[src/rtl/pq_access_arbiter.sv]
// Round-robin arbiter sharing one priority queue among NUM_REQ requesters: accept -> strobe next cycle -> settle wait -> one-cycle response.
// Latency: RESP at accept+2+ENQ_WAIT/OP_WAIT, or accept+1 for rejected requests; ready held low while busy, no response back-pressure.
module pq_access_arbiter #(
  parameter int NUM_REQ    = 4,
  parameter int DATA_WIDTH = 16,
  parameter int QUEUE_SIZE = 15,
  parameter int ENQ_ENA    = 1,
  parameter int ENQ_WAIT   = $clog2(QUEUE_SIZE),
  parameter int OP_WAIT    = 2,
  localparam int ID_W      = (NUM_REQ > 1) ? $clog2(NUM_REQ) : 1
) (
  input  logic                          i_CLK,
  input  logic                          i_RSTn,
  input  logic [NUM_REQ-1:0]            i_req_valid,
  input  logic [2*NUM_REQ-1:0]          i_req_op,
  input  logic [DATA_WIDTH*NUM_REQ-1:0] i_req_data,
  output logic [NUM_REQ-1:0]            o_req_ready,
  output logic                          o_rsp_valid,
  output logic [ID_W-1:0]               o_rsp_id,
  output logic [DATA_WIDTH-1:0]         o_rsp_data,
  output logic                          o_rsp_err,
  output logic                          o_busy,
  output logic                          o_q_wrt,
  output logic                          o_q_read,
  output logic [DATA_WIDTH-1:0]         o_q_data,
  input  logic                          i_q_full,
  input  logic                          i_q_empty,
  input  logic [DATA_WIDTH-1:0]         i_q_data
);

  localparam int MAX_WAIT = (ENQ_WAIT > OP_WAIT) ? ENQ_WAIT : OP_WAIT;
  localparam int CNT_W    = (MAX_WAIT < 1) ? 1 : $clog2(MAX_WAIT + 1);

  typedef enum logic [1:0] {S_IDLE, S_ISSUE, S_WAIT, S_RESP} state_t;

  state_t                r_state, w_next_state;
  logic [ID_W-1:0]       r_rr_ptr, r_id;
  logic [1:0]            r_op;
  logic [DATA_WIDTH-1:0] r_data, r_old_top;
  logic                  r_err;
  logic [CNT_W-1:0]      r_cnt;

  logic                  w_gnt_vld;
  logic [ID_W-1:0]       w_gnt_idx, w_ptr_next;
  logic [1:0]            w_op_sel;
  logic [DATA_WIDTH-1:0] w_data_sel;
  logic                  w_legal;
  logic [CNT_W-1:0]      w_wait_len;
  int                    w_best, w_dist;

  // Pick the valid requester with the smallest wrapped distance from the pointer.
  always_comb begin
    w_gnt_vld  = 1'b0;
    w_gnt_idx  = '0;
    w_best     = NUM_REQ;
    w_dist     = 0;
    w_op_sel   = 2'b00;
    w_data_sel = '0;
    for (int i = 0; i < NUM_REQ; i++) begin
      w_dist = i - int'(r_rr_ptr);
      if (w_dist < 0) w_dist = w_dist + NUM_REQ;
      if (i_req_valid[i] && (w_dist < w_best)) begin
        w_best    = w_dist;
        w_gnt_idx = ID_W'(i);
        w_gnt_vld = 1'b1;
      end
    end
    for (int i = 0; i < NUM_REQ; i++) begin
      if (w_gnt_idx == ID_W'(i)) begin
        w_op_sel   = i_req_op[2*i +: 2];
        w_data_sel = i_req_data[DATA_WIDTH*i +: DATA_WIDTH];
      end
    end
  end

  always_comb begin
    case (w_op_sel)
      2'b00:   w_legal = (ENQ_ENA != 0) && !i_q_full;
      2'b01:   w_legal = !i_q_empty;
      2'b10:   w_legal = 1'b1;
      default: w_legal = 1'b0;
    endcase
  end

  assign w_ptr_next = (w_gnt_idx == ID_W'(NUM_REQ - 1)) ? '0 : w_gnt_idx + ID_W'(1);
  assign w_wait_len = (r_op == 2'b00) ? CNT_W'(ENQ_WAIT) : CNT_W'(OP_WAIT);

  always_ff @(posedge i_CLK or negedge i_RSTn) begin
    if (!i_RSTn) begin
      r_state   <= S_IDLE;
      r_rr_ptr  <= '0;
      r_id      <= '0;
      r_op      <= 2'b00;
      r_data    <= '0;
      r_old_top <= '0;
      r_err     <= 1'b0;
      r_cnt     <= '0;
    end else begin
      r_state <= w_next_state;
      case (r_state)
        S_IDLE: begin
          if (w_gnt_vld) begin
            r_op      <= w_op_sel;
            r_data    <= w_data_sel;
            r_id      <= w_gnt_idx;
            r_rr_ptr  <= w_ptr_next;
            r_old_top <= i_q_empty ? '0 : i_q_data;
            r_err     <= !w_legal;
          end
        end
        S_ISSUE: r_cnt <= w_wait_len;
        S_WAIT:  r_cnt <= r_cnt - CNT_W'(1);
        default: ;
      endcase
    end
  end

  always_comb begin
    w_next_state = r_state;
    o_req_ready  = '0;
    o_rsp_valid  = 1'b0;
    o_rsp_id     = '0;
    o_rsp_data   = '0;
    o_rsp_err    = 1'b0;
    o_q_wrt      = 1'b0;
    o_q_read     = 1'b0;
    o_q_data     = '0;
    o_busy       = (r_state != S_IDLE);
    case (r_state)
      S_IDLE: begin
        // Ready is held off while reset is asserted so no accept can be seen during reset.
        for (int i = 0; i < NUM_REQ; i++)
          o_req_ready[i] = i_RSTn && w_gnt_vld && (w_gnt_idx == ID_W'(i));
        if (w_gnt_vld) w_next_state = w_legal ? S_ISSUE : S_RESP;
      end
      S_ISSUE: begin
        o_q_wrt      = (r_op == 2'b00) || (r_op == 2'b10);
        o_q_read     = (r_op == 2'b01) || (r_op == 2'b10);
        o_q_data     = o_q_wrt ? r_data : '0;
        w_next_state = (w_wait_len == '0) ? S_RESP : S_WAIT;
      end
      S_WAIT: begin
        if (r_cnt <= CNT_W'(1)) w_next_state = S_RESP;
      end
      S_RESP: begin
        o_rsp_valid  = 1'b1;
        o_rsp_id     = r_id;
        o_rsp_err    = r_err;
        o_rsp_data   = (!r_err && ((r_op == 2'b01) || (r_op == 2'b10))) ? r_old_top : '0;
        w_next_state = S_IDLE;
      end
      default: w_next_state = S_IDLE;
    endcase
  end

endmodule

[config.mk]
export PLATFORM = sky130hd
export DESIGN_NAME = pq_access_arbiter
export DESIGN_NICKNAME = d
export VERILOG_FILES = /design/src/rtl/pq_access_arbiter.sv
export SDC_FILE = /design/constraint.sdc
export NUM_CORES = 1
export LEC_CHECK = 0
export CAP_MARGIN = 20
export CORE_MARGIN = 4
export CORE_UTILIZATION = 38
export CTS_CLUSTER_DIAMETER = 200
export DETAILED_ROUTE_END_ITERATION = 16
export PLACE_DENSITY = 0.83
export RECOVER_POWER = 50
export SETUP_SLACK_MARGIN = 0.4
export SLEW_MARGIN = 10
export SYNTH_ARGS = -nofsm -noshare
export SYNTH_HDL_FRONTEND = slang
export SYNTH_SLANG_ARGS = --single-unit
[constraint.sdc]
create_clock -name i_CLK -period 3.8 [get_ports i_CLK]
set_input_delay 0.38 -clock i_CLK [delete_from_list [all_inputs] [get_ports i_CLK]]
set_output_delay 0.38 -clock i_CLK [all_outputs]
set_load 0.01 [all_outputs]
==> Word-level counts from Yosys, hierarchy flattened <==
Cells that the tools add are included.
{ "classes": {"add_sub_neg": 10, "order_cmp": 9, "eq_ne": 12, "muxes": 42, "n_reduce_logical": 25} }
{ "op_table": {"columns": ["cell", "count"], "rows": [
  ["$mux W32", 7],
  ["$mux W16", 9],
  ["$lt A32 B32 Y1", 3],
  ["$lt A32 B4 Y1 const B", 1],
  ["$mux W2", 11],
  ["$add A3 B4 Y5 const B", 4],
  ["$eq A2 B2 Y1 const B", 6],
  ["$lt A3 B1 Y1 const B", 4],
  ["$logic_and A1 B1 Y1", 10],
  ["$mux W1", 10],
  ["$eq A2 B1 Y1 const B", 4],
  ["$logic_not A2 Y1", 4],
  ["$pmux W2 S4", 1],
  ["$pmux W3 S2", 1],
  ["$sub A1 B2 Y3 const A", 2],
  ["$sub A2 B2 Y3 const A", 2],
  ["$logic_not A1 Y1", 4],
  ["$mux W4", 1],
  ["$ne A2 B2 Y1 const B", 2],
  ["$reduce_and A2 Y1", 2],
  ["$reduce_bool A2 Y1", 2],
  ["$le A3 B1 Y1 const B", 1],
  ["$logic_not A3 Y1", 1],
  ["$mux W3", 1],
  ["other kinds (4)", 5]
]} }
{ "totals": {"register_bits": 44, "inputBits": 96} }

==> Longest topological paths before layout <==
Gate-level depths: netlist of the first run.
{ "depth": {"depth_word": 25, "depth_mapped": 22, "depth_no_buf": 20} }

==> Worst setup path before layout of the first run <==
No wires, ideal clock.
{ "synth_path": {"kind": "reg2out", "start": "register r_rr_ptr[0]", "end": "output port o_req_ready[3]", "arrival_ns": 3.223, "path_slack_ns": 0.197, "stages_incl_launch_ff": 17, "cell_sequence": "dfrtp_1 -> inv_1 -> mux2_2 -> a21oi_1 -> ha_1 -> o21a_1 -> o22ai_1 -> nand2_1 -> a21o_1 -> ha_1 -> nand3b_1 -> o221a_4 -> inv_2 -> ha_1 -> buf_2 -> buf_1 -> and3_1"} }
{ "synth_between": {"elab_chain_cells": 18, "word_cells_on_any_way": 38} }
{ "synth_rtl": {"columns": ["item", "line_no", "source"], "rows": [
  ["start: declaration", "37", "logic [ID_W-1:0] r_rr_ptr, r_id;"],
  ["start signal: assignment", "106", "r_rr_ptr <= w_ptr_next;"],
  ["$sub A1 B2 Y3", "60", "w_dist = i - int'(r_rr_ptr);"],
  ["$add A3 B4 Y5 / $lt A3 B1 Y1 (equally long branches)", "61", "if (w_dist < 0) w_dist = w_dist + NUM_REQ;"],
  ["$mux W32", "61", null],
  ["$lt A32 B4 Y1", "62", "if (i_req_valid[i] && (w_dist < w_best)) begin"],
  ["$logic_and A1 B1 Y1", "62", null],
  ["$mux W32", "62", null],
  ["$lt A32 B32 Y1", "62", null],
  ["$logic_and A1 B1 Y1", "62", null],
  ["[... 3 more ...]", null, null],
  ["$mux W32", "62", null],
  ["$lt A32 B32 Y1", "62", null],
  ["$logic_and A1 B1 Y1", "62", null],
  ["$mux W2 *", "62", null],
  ["via w_gnt_idx[0]", "44", "logic [ID_W-1:0] w_gnt_idx, w_ptr_next;"],
  ["$eq A2 B2 Y1 *", "133", "o_req_ready[i] = i_RSTn && w_gnt_vld && (w_gnt_idx == ID_W'(i));"],
  ["$logic_and A1 B1 Y1 *", "133", null],
  ["$mux W4 *", "129", "case (r_state)"],
  ["end: declaration", "17", "output logic [NUM_REQ-1:0] o_req_ready,"]
]} }
Mark *: on every way through the listed nets, which the timed path passes. The rest lies on a longest branch.

==> Worst setup path after layout of the first run <==
{ "layout_path": {"start": "register r_rr_ptr[0]", "end": "register r_state[1]"} }
{ "layout_between": {"elab_chain_cells": 25, "word_cells_on_any_way": 51} }
{ "layout_rtl": {"columns": ["item", "line_no", "source"], "rows": [
  ["$sub A1 B2 Y3", "60", null],
  ["$add A3 B4 Y5 / $lt A3 B1 Y1 (equally long branches)", "61", null],
  ["$mux W32", "61", null],
  ["$lt A32 B4 Y1", "62", null],
  ["$logic_and A1 B1 Y1", "62", null],
  ["$mux W32", "62", null],
  ["$lt A32 B32 Y1", "62", null],
  ["$logic_and A1 B1 Y1", "62", null],
  ["[... 5 more ...]", null, null],
  ["$logic_and A1 B1 Y1", "62", null],
  ["$mux W2", "62", null],
  ["$logic_not A2 Y1", "69", "if (w_gnt_idx == ID_W'(i)) begin"],
  ["$mux W2 (4 in series)", "69", null],
  ["$eq A2 B2 Y1, or another cell as far along", "77", "case (w_op_sel)"],
  ["$pmux W1 S3", "77", null],
  ["$mux W2 (2 in series)", "134", "if (w_gnt_vld) w_next_state = w_legal ? S_ISSUE : S_RESP;"],
  ["$pmux W2 S4", "129", null],
  ["end signal: assignment", "99", "r_state <= w_next_state;"],
  ["end: declaration", "36", "state_t r_state, w_next_state;"]
]} }
Parallel ways exist; a longest one is shown, timed or not. The select of a mux whose other input is x is not followed.
A chain may end at the register's enable or synchronous reset.

==> flow_summary.ini, run 1 <==
[sta]
setup_viol = 0
min_period_ns = 3.70
holdWs_ns = 0.481
worstMarginPinSlew_ns = 2.33
slew_headroom_pct = -55.3
rsz0062_at_grt = true
skew_ns = 0.00668
layout_setup_ws_ns = 0.103
max_freq_ghz = 0.271
hold_viol_final = 0
drv_slew = 45
min_period_over_period_pct = 97.3

[floorplan]
die_width_um = 97.0
start_util_pct = 38.9
num_rows = 32
core_sq_um = 7730
die_area_sq_um = 9400
ios = 139
fp.dieH_um = 97.0

[run_status]
status = finished, violations left
violations = max-capacitance violations, max-slew violations

[cells_and_area]
final-instance-count-excl-fill = 626
layout_commonest_cell = clkdlybuf4s50_1
final_nets = 633
final_core_util_pct = 68.9
drive_gt1_share_pct = 24.4
area_growth_pct = 77.2
diodes = 0
nFillCells = 541
final_cell_mix = clkdlybuf4s50_1 (131), nand2_1 (43), dfrtp_1 (43), and2_1 (37)

[place]
dpl.hpwl_um = 7110
place_ws_ns = -0.526
dp_cells = 602
port_buffers = 138
place.gp.congestion = 0.890

[logic_synthesis]
synth_ff_type = dfrtp_1
syn_nets = 474
synthDistinctLibCells = 40
async_flop_share_pct = 100
synth-seq-cells = 44
synthCells = 364
ys_seq_area_share_pct = 36.6
synth.avg_cell_area_sq_um = 8.26
yosysWarnings = 0
synth_edf_count = 0
netlist_area_sq_um = 3010

[critical_path]
path_cells = inv_1 > mux2_4 > a21oi_4 > ha_4 > o21a_1 > o22ai_2 > nand2_2 > nor2_2 > a21o_1 > ha_4 > o32ai_2 > nand2_1 > o221a_4 > buf_6 > ha_4 > buf_6 > nor3b_4 > a221oi_2 > nand3b_1 > a21oi_2 > o22ai_2
critPathLaunchType = flop
required_ns = 3.97
worstPathMaxFanout = 4
crit_top_cell = ha_4
cp.arrival_ns = 3.86
crit_buf_inv = 3
cpMaxStageDelayCell = dfrtp_1
crit_family = compound AO/OA/AOI/OAI gates
critPathKind = flop to flop
end_kind = flop
critPathMaxStageDelay_ns = 0.38

[drt]
drtIter0Drc = 140
routed_wl_um = 10800
dr.pass1.iters = 4
viasPerCell = 5.23
wl_per_cell_um = 17.2
vias = 3271
ant_nets = 0
route.detailed.drc = 0

[pwr]
p_total_mw = 4.79
power.density_nw_per_um2 = 899
vdd_drop_max_mv = 0.577
p_leak_nw = 2.13

[global_routing]
gr-total-overflow = 0
grt_pass1_vias = 3369
grt_usage_pct = 20.6
antenna_found_initial = 0
grt_pass1_wl_um = 16000
grt_max_degree = 45

[clock_tree]
numCtsBuffers = 5
cts_sinks = 44
cts_tree = done
cts.clk_slew.worst_paths_ns = 0.08
cts_max_path_buffers = 2
clock_latency_ns = 0.29
htreeDepth = 2
cts-root-buf = clkbuf_8

[job]
cap_violations = 1

[worst_hold_path]
hp-class = flop to flop
## kinds of logic (layout without fill, tap and decap cells)
| family | Yosys count | after routing | share of synthesized area, % |
|---|---|---|---|
| buffers and inverters | 37 | 197 | 5.20 |
| muxes | 2 | 2 | 0.707 |
| DFF | 44 | 44 | 36.6 |
| AOI/OAI and AO/OA | 113 | 113 | 24.1 |
| adders and majority gates | 14 | 14 | 5.83 |
| xor gates and xnor gates | 1 | 1 | 0.291 |
| and+or+nand+nor | 153 | 153 | 27.3 |
## report_power, final
| part | internal (mW) | switching (mW) | leakage [nW] |
|---|---|---|---|
| logic | 1.79 | 1.85 | 1.55 |
| clock network | 0.148 | 0.158 | 0.0445 |
| registers | 0.712 | 0.137 | 0.538 |
| total | 2.65 | 2.14 | 2.13 |
## worst min-delay path: stages, from the launching register on
cell and delay [ns]:
dfrtp_1 0.34, nand2_1 0.05, o21ai_1 0.06
## synthesized netlist by cell type, types with 2 or more instances
library cell  instances  share of area, %
buf_1                 2              0.25
o211ai_1             16               4.0
clkbuf_1              9               1.1
and3_1                4              0.83
a21o_1                3              0.75
dfrtp_1              44                37
nand3b_1             20               5.0
buf_2                14               2.3
nand2b_1             18               3.7
inv_1                11               1.4
nand3_1               3              0.50
nor2_1                5              0.62
nand2_1              61               7.6
a211oi_1              2              0.50
nor3b_1               2              0.50
and2_1               37               7.7
o22ai_1               3              0.62
o21ai_0               6               1.0
ha_1                 14               5.8
o21ai_1              19               3.2
a21oi_1              35               5.8
o21a_1               18               4.5
## final cells by class
cell class | instances | area (sq um) | share of cell area [%]
Timing Repair Buffer | 177 | 1750 | 32.8
Clock buffer | 7 | 86.3 | 1.62
Multi-Input combinational cell | 283 | 2200 | 41.4
Tap cell | 102 | 128 | 2.40
Inverter | 12 | 50.0 | 0.940
Sequential cell | 44 | 1100 | 20.7
Clock inverter | 1 | 7.51 | 0.141
## routing by layer
| metal | vias up | global-route usage, % | routed length [um] |
|---|---|---|---|
| li1 | 1575 | - | - |
| met1 | 1568 | 23.4 | 4190 |
| met2 | 108 | 38.4 | 5800 |
| met3 | 20 | 4.04 | 505 |
| met4 | 0 | 6.37 | 251 |
| met5 | - | 0 | 0 |
## flip-flops by register name (all words and copies together), names as in the netlist
signal / count
r_rr_ptr: 2
r_state: 2
r_op: 2
r_id: 2
r_old_top: 16
r_data: 16
r_err: 1
r_cnt: 3
## final timing paths
kind | from | end | slack, ns | cells after the start
max in group asynchronous | i_RSTn | r_rr_ptr[1]$_DFFE_PN0P_ | 1.21 | 2
hold / removal | r_old_top[1]$_DFFE_PN0P_ | r_old_top[1]$_DFFE_PN0P_ | 0.48 | 2
setup reg to reg | r_rr_ptr[0]$_DFFE_PN0P_ | r_state[1]$_DFFE_PN0P_ | 0.10 | 21
setup / recovery | r_rr_ptr[0]$_DFFE_PN0P_ | r_state[1]$_DFFE_PN0P_ | 0.10 | 21
hold reg to reg | r_old_top[1]$_DFFE_PN0P_ | r_old_top[1]$_DFFE_PN0P_ | 0.48 | 2
min in group asynchronous | i_RSTn | r_data[5]$_DFFE_PN0P_ | 1.10 | 2
## through the flow
stage | cell area, sq um | TNS, ns
floorplan | 3060 | 0
global placement | 4620 | -4.90
detailed placement | 4620 | -8.09
CTS | 5050 | 0
global route | 5330 | -0.0953
finish | 5330 | 0
## repair_timing
action	CTS	global route
buffers inserted	12	2
gates resized for setup	66	57
cloned	2	0
endpoints found under the setup margin	24	24
hold buffers	0	0
pin swaps	26	41
No activity file was read; power rests on OpenSTA's default activity.
==> run 2: changes to the inputs <==
--- a/config.mk
+++ b/config.mk
@@ -7,10 +7,10 @@
 export LEC_CHECK = 0
 export CAP_MARGIN = 20
 export CORE_MARGIN = 4
-export CORE_UTILIZATION = 38
+export CORE_UTILIZATION = 42
 export CTS_CLUSTER_DIAMETER = 200
 export DETAILED_ROUTE_END_ITERATION = 16
-export PLACE_DENSITY = 0.83
+export PLACE_DENSITY = 0.86
 export RECOVER_POWER = 50
 export SETUP_SLACK_MARGIN = 0.4
 export SLEW_MARGIN = 10
==> constraint.sdc (replaced) <==
create_clock -name i_CLK -period 3.9 [get_ports i_CLK]
set_input_delay 0.39 -clock i_CLK [delete_from_list [all_inputs] [get_ports i_CLK]]
set_output_delay 0.39 -clock i_CLK [all_outputs]
set_load 0.01 [all_outputs]
==> run 2 against run 1 <==
  * The flow still finishes with violations (max-capacitance violations, max-slew violations)
  * Via count fell by 3.5%
  * Register-to-register slack improved by 0.05 ns
  * Sequential cell count did not move
  * Count of clock-buffer cells in the layout did not move
==> flow_summary.ini, run 2 (synthesized netlist as in run 1, its figures left out) <==
[run_status]
status = finished, violations left
violations = max-capacitance violations, max-slew violations

[sta]
tns_ns = 0
rsz0062_at_grt = true
holdWs_ns = 0.472
layout_setup_ws_ns = 0.152
skew_ns = 0.00961
worstMarginPinSlew_ns = 1.82
setup_viol = 0
min_period_over_period_pct = 96.1
slew_headroom_pct = -21.7
max_freq_ghz = 0.267
hold_viol_final = 0
drv_slew = 35
min_period_ns = 3.75

[floorplan]
start_util_pct = 43.8
num_rows = 30
die_area_sq_um = 8580
die_width_um = 92.6
core_sq_um = 6870
ios = 139
fp.dieH_um = 92.6

[place]
port_buffers = 138
place.gp.congestion = 0.839
place_ws_ns = -0.381
dpl.hpwl_um = 7120
dp_cells = 592
placed_area_sq_um = 4550

[drt]
routed_wl_um = 10000
drtIter0Drc = 119
viasPerCell = 5.14
wl_per_cell_um = 16.3
dr.pass1.iters = 4
vias = 3155
ant_nets = 0
route.detailed.drc = 0

[job]
cap_violations = 1

[cells_and_area]
final_core_util_pct = 73.2
drive_gt1_share_pct = 14.7
postLayoutCellArea_sq_um = 5030
nFillCells = 494
reg_top3 = r_data (16), r_old_top (16), r_cnt (3)
final_nets = 627
area_growth_pct = 67.2
diodes = 0
layout_commonest_cell = clkdlybuf4s50_1
final-instance-count-excl-fill = 614
final_cell_mix = clkdlybuf4s50_1 (125), nand2_1 (60), dfrtp_1 (42), and2_1 (37), a21oi_1 (28)

[clock_tree]
htreeDepth = 2
cts_sinks = 44
cts_tree = done
cts-root-buf = clkbuf_8
cts.clk_slew.worst_paths_ns = 0.09
clock_latency_ns = 0.30
numCtsBuffers = 5
cts_max_path_buffers = 2

[pwr]
switching_share_pct = 43.1
pwr-share-seq_pct = 19.3
pwr-share-clk_pct = 8.8
power.density_nw_per_um2 = 855
combPwrFrac_pct = 71.8
p_int_mw = 2.44
p_leak_nw = 2.02
p_sw_mw = 1.85
p_total_mw = 4.30
vdd_drop_max_mv = 0.582

[critical_path]
critPathLaunchType = flop
cp.arrival_ns = 3.92
critPathKind = flop to flop
required_ns = 4.07
worstPathMaxFanout = 6
end_kind = flop

[global_routing]
grt_pass1_wl_um = 14600
grt_usage_pct = 21.1
grt_max_degree = 35
gr-total-overflow = 0
grt_pass1_vias = 3036
antenna_found_initial = 0

[worst_hold_path]
hp-class = flop to flop
[run 2: per-layer routing]
layer,up-vias,routed length [um],track usage [%]
met2,102,5180,37.9
met4,0,249,5.62
met1,1480,4160,26.4
met5,-,0,0
met3,22,412,3.25
li1,1551,-,-
[run 2: worst paths after layout]
kind,cells past startpoint,end,from,slack [ns]
worst min-delay path,2,r_old_top[4]$_DFFE_PN0P_,r_old_top[4]$_DFFE_PN0P_,0.47
worst max-delay path,20,r_state[1]$_DFFE_PN0P_,r_rr_ptr[1]$_DFFE_PN0P_,0.15
max in group asynchronous,2,r_rr_ptr[1]$_DFFE_PN0P_,i_RSTn,1.84
worst min register to register,2,r_old_top[4]$_DFFE_PN0P_,r_old_top[4]$_DFFE_PN0P_,0.47
worst max register to register,20,r_state[1]$_DFFE_PN0P_,r_rr_ptr[1]$_DFFE_PN0P_,0.15
min in group asynchronous,2,r_data[10]$_DFFE_PN0P_,i_RSTn,0.79
[run 2: repair_timing]
item / 4_1_cts / 5_1_grt
pin swaps: 17 / 20
gates resized for setup: 41 / 27
buffers inserted: 6 / 5
hold endpoints to repair: 10 / 0
cloned: 0 / 2
endpoints found under the setup margin: 24 / 24
hold buffers: 1 / 0
[run 2: critical path, stage by stage (launching register included)]
cell and delay [ns]:
dfrtp_2 0.52, nor3_4 0.25, a21oi_4 0.06, ha_4 0.27
o21a_1 0.13, o22ai_2 0.08, nand2_2 0.09, nor2_2 0.04
a21o_1 0.19, ha_4 0.25, o32ai_2 0.11, nand2_1 0.16
o211a_4 0.21, inv_2 0.12, ha_4 0.16, buf_6 0.11
nor3b_1 0.39, a221oi_4 0.07, a21o_1 0.21, a21oi_2 0.13
o22ai_1 0.07
[run 2: cell type report]
| class | instances | area (sq um) | share of cell area, % |
|---|---|---|---|
| Tap cell | 96 | 120 | 2.39 |
| Sequential cell | 44 | 1100 | 22.0 |
| Multi-Input combinational cell | 283 | 1940 | 38.6 |
| Timing Repair Buffer | 171 | 1690 | 33.6 |
| Inverter | 12 | 47.5 | 0.946 |
| Clock buffer | 7 | 96.3 | 1.92 |
| Clock inverter | 1 | 30.0 | 0.597 |
[run 2: power groups by stage]
stage / Clock [mW] / Sequential, mW / Combinational, mW
2_1_floorplan: 0 / 0.791 / 1.65
3_3_place_gp: 0 / 0.814 / 2.32
3_5_place_dp: 0 / 0.829 / 2.40
4_1_cts: 0.386 / 0.820 / 2.62
5_1_grt: 0.406 / 0.857 / 3.34
6_report: 0.380 / 0.832 / 3.09
==> RTL edit (settings of run 1) <==
Put a register stage on the output `o_rsp_err`. The value now appears one clock later. The other outputs are not delayed to match.
--- a/src/rtl/pq_access_arbiter.sv
+++ b/src/rtl/pq_access_arbiter.sv
@@ -32,6 +32,8 @@
   localparam int CNT_W    = (MAX_WAIT < 1) ? 1 : $clog2(MAX_WAIT + 1);
 
   typedef enum logic [1:0] {S_IDLE, S_ISSUE, S_WAIT, S_RESP} state_t;
+
+  logic o_rsp_err_d;
 
   state_t                r_state, w_next_state;
   logic [ID_W-1:0]       r_rr_ptr, r_id;
@@ -121,7 +123,7 @@
     o_rsp_valid  = 1'b0;
     o_rsp_id     = '0;
     o_rsp_data   = '0;
-    o_rsp_err    = 1'b0;
+    o_rsp_err_d  = 1'b0;
     o_q_wrt      = 1'b0;
     o_q_read     = 1'b0;
     o_q_data     = '0;
@@ -145,7 +147,7 @@
       S_RESP: begin
         o_rsp_valid  = 1'b1;
         o_rsp_id     = r_id;
-        o_rsp_err    = r_err;
+        o_rsp_err_d  = r_err;
         o_rsp_data   = (!r_err && ((r_op == 2'b01) || (r_op == 2'b10))) ? r_old_top : '0;
         w_next_state = S_IDLE;
       end
@@ -153,5 +155,9 @@
     endcase
   end
 
+  always_ff @(posedge i_CLK) begin
+    o_rsp_err <= o_rsp_err_d;
+  end
+
 endmodule
 
Function: changed (Yosys sat finds a counterexample within 4 cycles, from zero or initial values and one cycle with i_RSTn low).
==> RTL edit against run 1 <==
The flow still finishes with violations (max-capacitance violations, max-slew violations); wire length is 1.6% lower; die area up 1.2%; first-iteration DRC count rose by 19%; synthesized area up 1.3%; sequential cell count grew 1; worst setup slack worse by 0.019 ns; total power down 8.6%; design area decreased by 5.2%.
==> RTL edit: results (changes against run 1) <==
stage	metric	value	unit	change
grt	largest net degree at the start of global routing	42		-6.7%
logic_synthesis	ys async rst share	97.8	%	-2.2 points
pwr	sequential power share	19.7	%	+2.0 points
timing	worst clock skew	0.00791	ns	+0.00122 ns
timing	number of max-slew violations in the final report	31		-31%
grt	via count of the first global-routing pass	3187		-5.4%
finish	Layout Nets	629		-0.63%
timing	Worst slew margin	-16.6	%	+39 points
drt	overall via count from detail_route	3220		-1.6%
logic_synthesis	synthesized-area fraction occupied by xor and xnor cells	0.288	%	-0.0037 points
drt	wire length on met3	563	um	+11%
grt	antenna violations before repair	0		unchanged
cts	# resized after CTS	36		-45%
finish	total area of multi-input combinational cells	1980	um2	-10%
logic_synthesis	post-synthesis mux area share	0.698	%	-0.0090 points
pwr	peak supply drop	0.542	mV	-6.1%
placed_design	cell count after placement	603		+0.17%
pwr	leakage dissipation	2.01	nW	-5.5%
job	Max-Cap Viols	1		unchanged
status	violations in the final reports	max-capacitance violations, max-slew violations		
logic_synthesis	number of standard cells after synthesis	365		+0.27%
drt	wire length per cell after detailed routing	17.0	um	-0.95%
pwr	Power Internal	2.46	mW	-7.3%
drt	Metal-1 WL	4.41	mm	+5.2%
placed_design	Placed Instance Area	4630	um2	+0.24%
grt	met2 demand-to-capacity share in global routing	35.6	%	-2.8 points
finish	sequential cells	45		+2.3%
finish	multi-input gate share of total cell area	39.2	%	-2.2 points
cts	number of buffers added for setup after CTS	8		-4
pwr	total chip power	4.38	mW	-8.6%
finish	share of cells above drive strength 1	18.3	%	-6.2 points
finish	bufs w/o clock	172		-2.8%
finish	number of fill cells	622		+15%
finish	Final Util	65.0	%	-3.9 points
placed_design	Final GP Congestion	0.852		-4.2%
critical_path	Worst Path Max Fanout	4		unchanged
critical_path	Crit path arrival time	3.90	ns	+0.04 ns
logic_synthesis	Post-Synthesis Net Count	475		+0.21%
logic_synthesis	post-synthesis compound-gate area fraction	24.0	%	-0.10 points
drt	top layer in use	met4		
logic_synthesis	fraction of the yosys area taken by sequential cells	36.8	%	+0.19 points
hold_path	Tightest Hold Check Type	input port to async pin		
logic_synthesis	top area cells in the synthesized netlist	sky130_fd_sc_hd__dfrtp_1, sky130_fd_sc_hd__nand2_1, sky130_fd_sc_hd__and2_1, sky130_fd_sc_hd__a21oi_1, sky130_fd_sc_hd__ha_1		
placed_design	placement-stage worst setup slack	-0.406	ns	+0.120 ns
finish	CLK BUF	6		-1
logic_synthesis	fraction of the mapped netlist area in adder cells	5.75	%	-0.074 points
grt	wire length of the first global-routing pass	16.6	mm	+3.5%
drt	Initial DRT Pass Iterations	7		+3
status	status	finished, violations left		
placed_design	half-perimeter wire length after placement	7.62	mm	+7.2%
drt	Met2 Routed Length	5.35	mm	-7.7%
logic_synthesis	distinct cell type count of the synthesized netlist	45		+13%
RTL edit: worst max-delay path, stage by stage, from the launching register on:
cell	delay (ns)
sky130_fd_sc_hd__dfrtp_1	0.42
sky130_fd_sc_hd__inv_2	0.05
sky130_fd_sc_hd__mux2_4	0.27
sky130_fd_sc_hd__a21oi_4	0.16
sky130_fd_sc_hd__ha_4	0.21
sky130_fd_sc_hd__o21a_1	0.11
sky130_fd_sc_hd__o22ai_2	0.13
sky130_fd_sc_hd__nand2_2	0.09
sky130_fd_sc_hd__buf_4	0.15
sky130_fd_sc_hd__buf_4	0.12
sky130_fd_sc_hd__buf_4	0.12
sky130_fd_sc_hd__buf_4	0.12
sky130_fd_sc_hd__buf_4	0.13
sky130_fd_sc_hd__buf_6	0.11
sky130_fd_sc_hd__o211a_4	0.14
sky130_fd_sc_hd__buf_6	0.12
sky130_fd_sc_hd__ha_4	0.16
sky130_fd_sc_hd__buf_6	0.12
sky130_fd_sc_hd__a211oi_4	0.23
sky130_fd_sc_hd__a221oi_2	0.09
sky130_fd_sc_hd__buf_4	0.14
sky130_fd_sc_hd__a21o_1	0.18
sky130_fd_sc_hd__a21oi_2	0.16
sky130_fd_sc_hd__o22ai_1	0.08
RTL edit: final timing paths:
path | slack, ns | to | startpoint | depth (start not counted)
hold / removal | 0.24 | r_id[1] | i_RSTn | 1
setup reg to reg | 0.08 | r_state[1] | r_rr_ptr[0] | 23
setup / recovery | 0.08 | r_state[1] | r_rr_ptr[0] | 23
hold reg to reg | 0.48 | r_old_top[8] | r_old_top[8] | 2
min in group i_CLK | 0.48 | r_old_top[8] | r_old_top[8] | 2
max in group asynchronous | 1.40 | r_data[15] | i_RSTn | 2
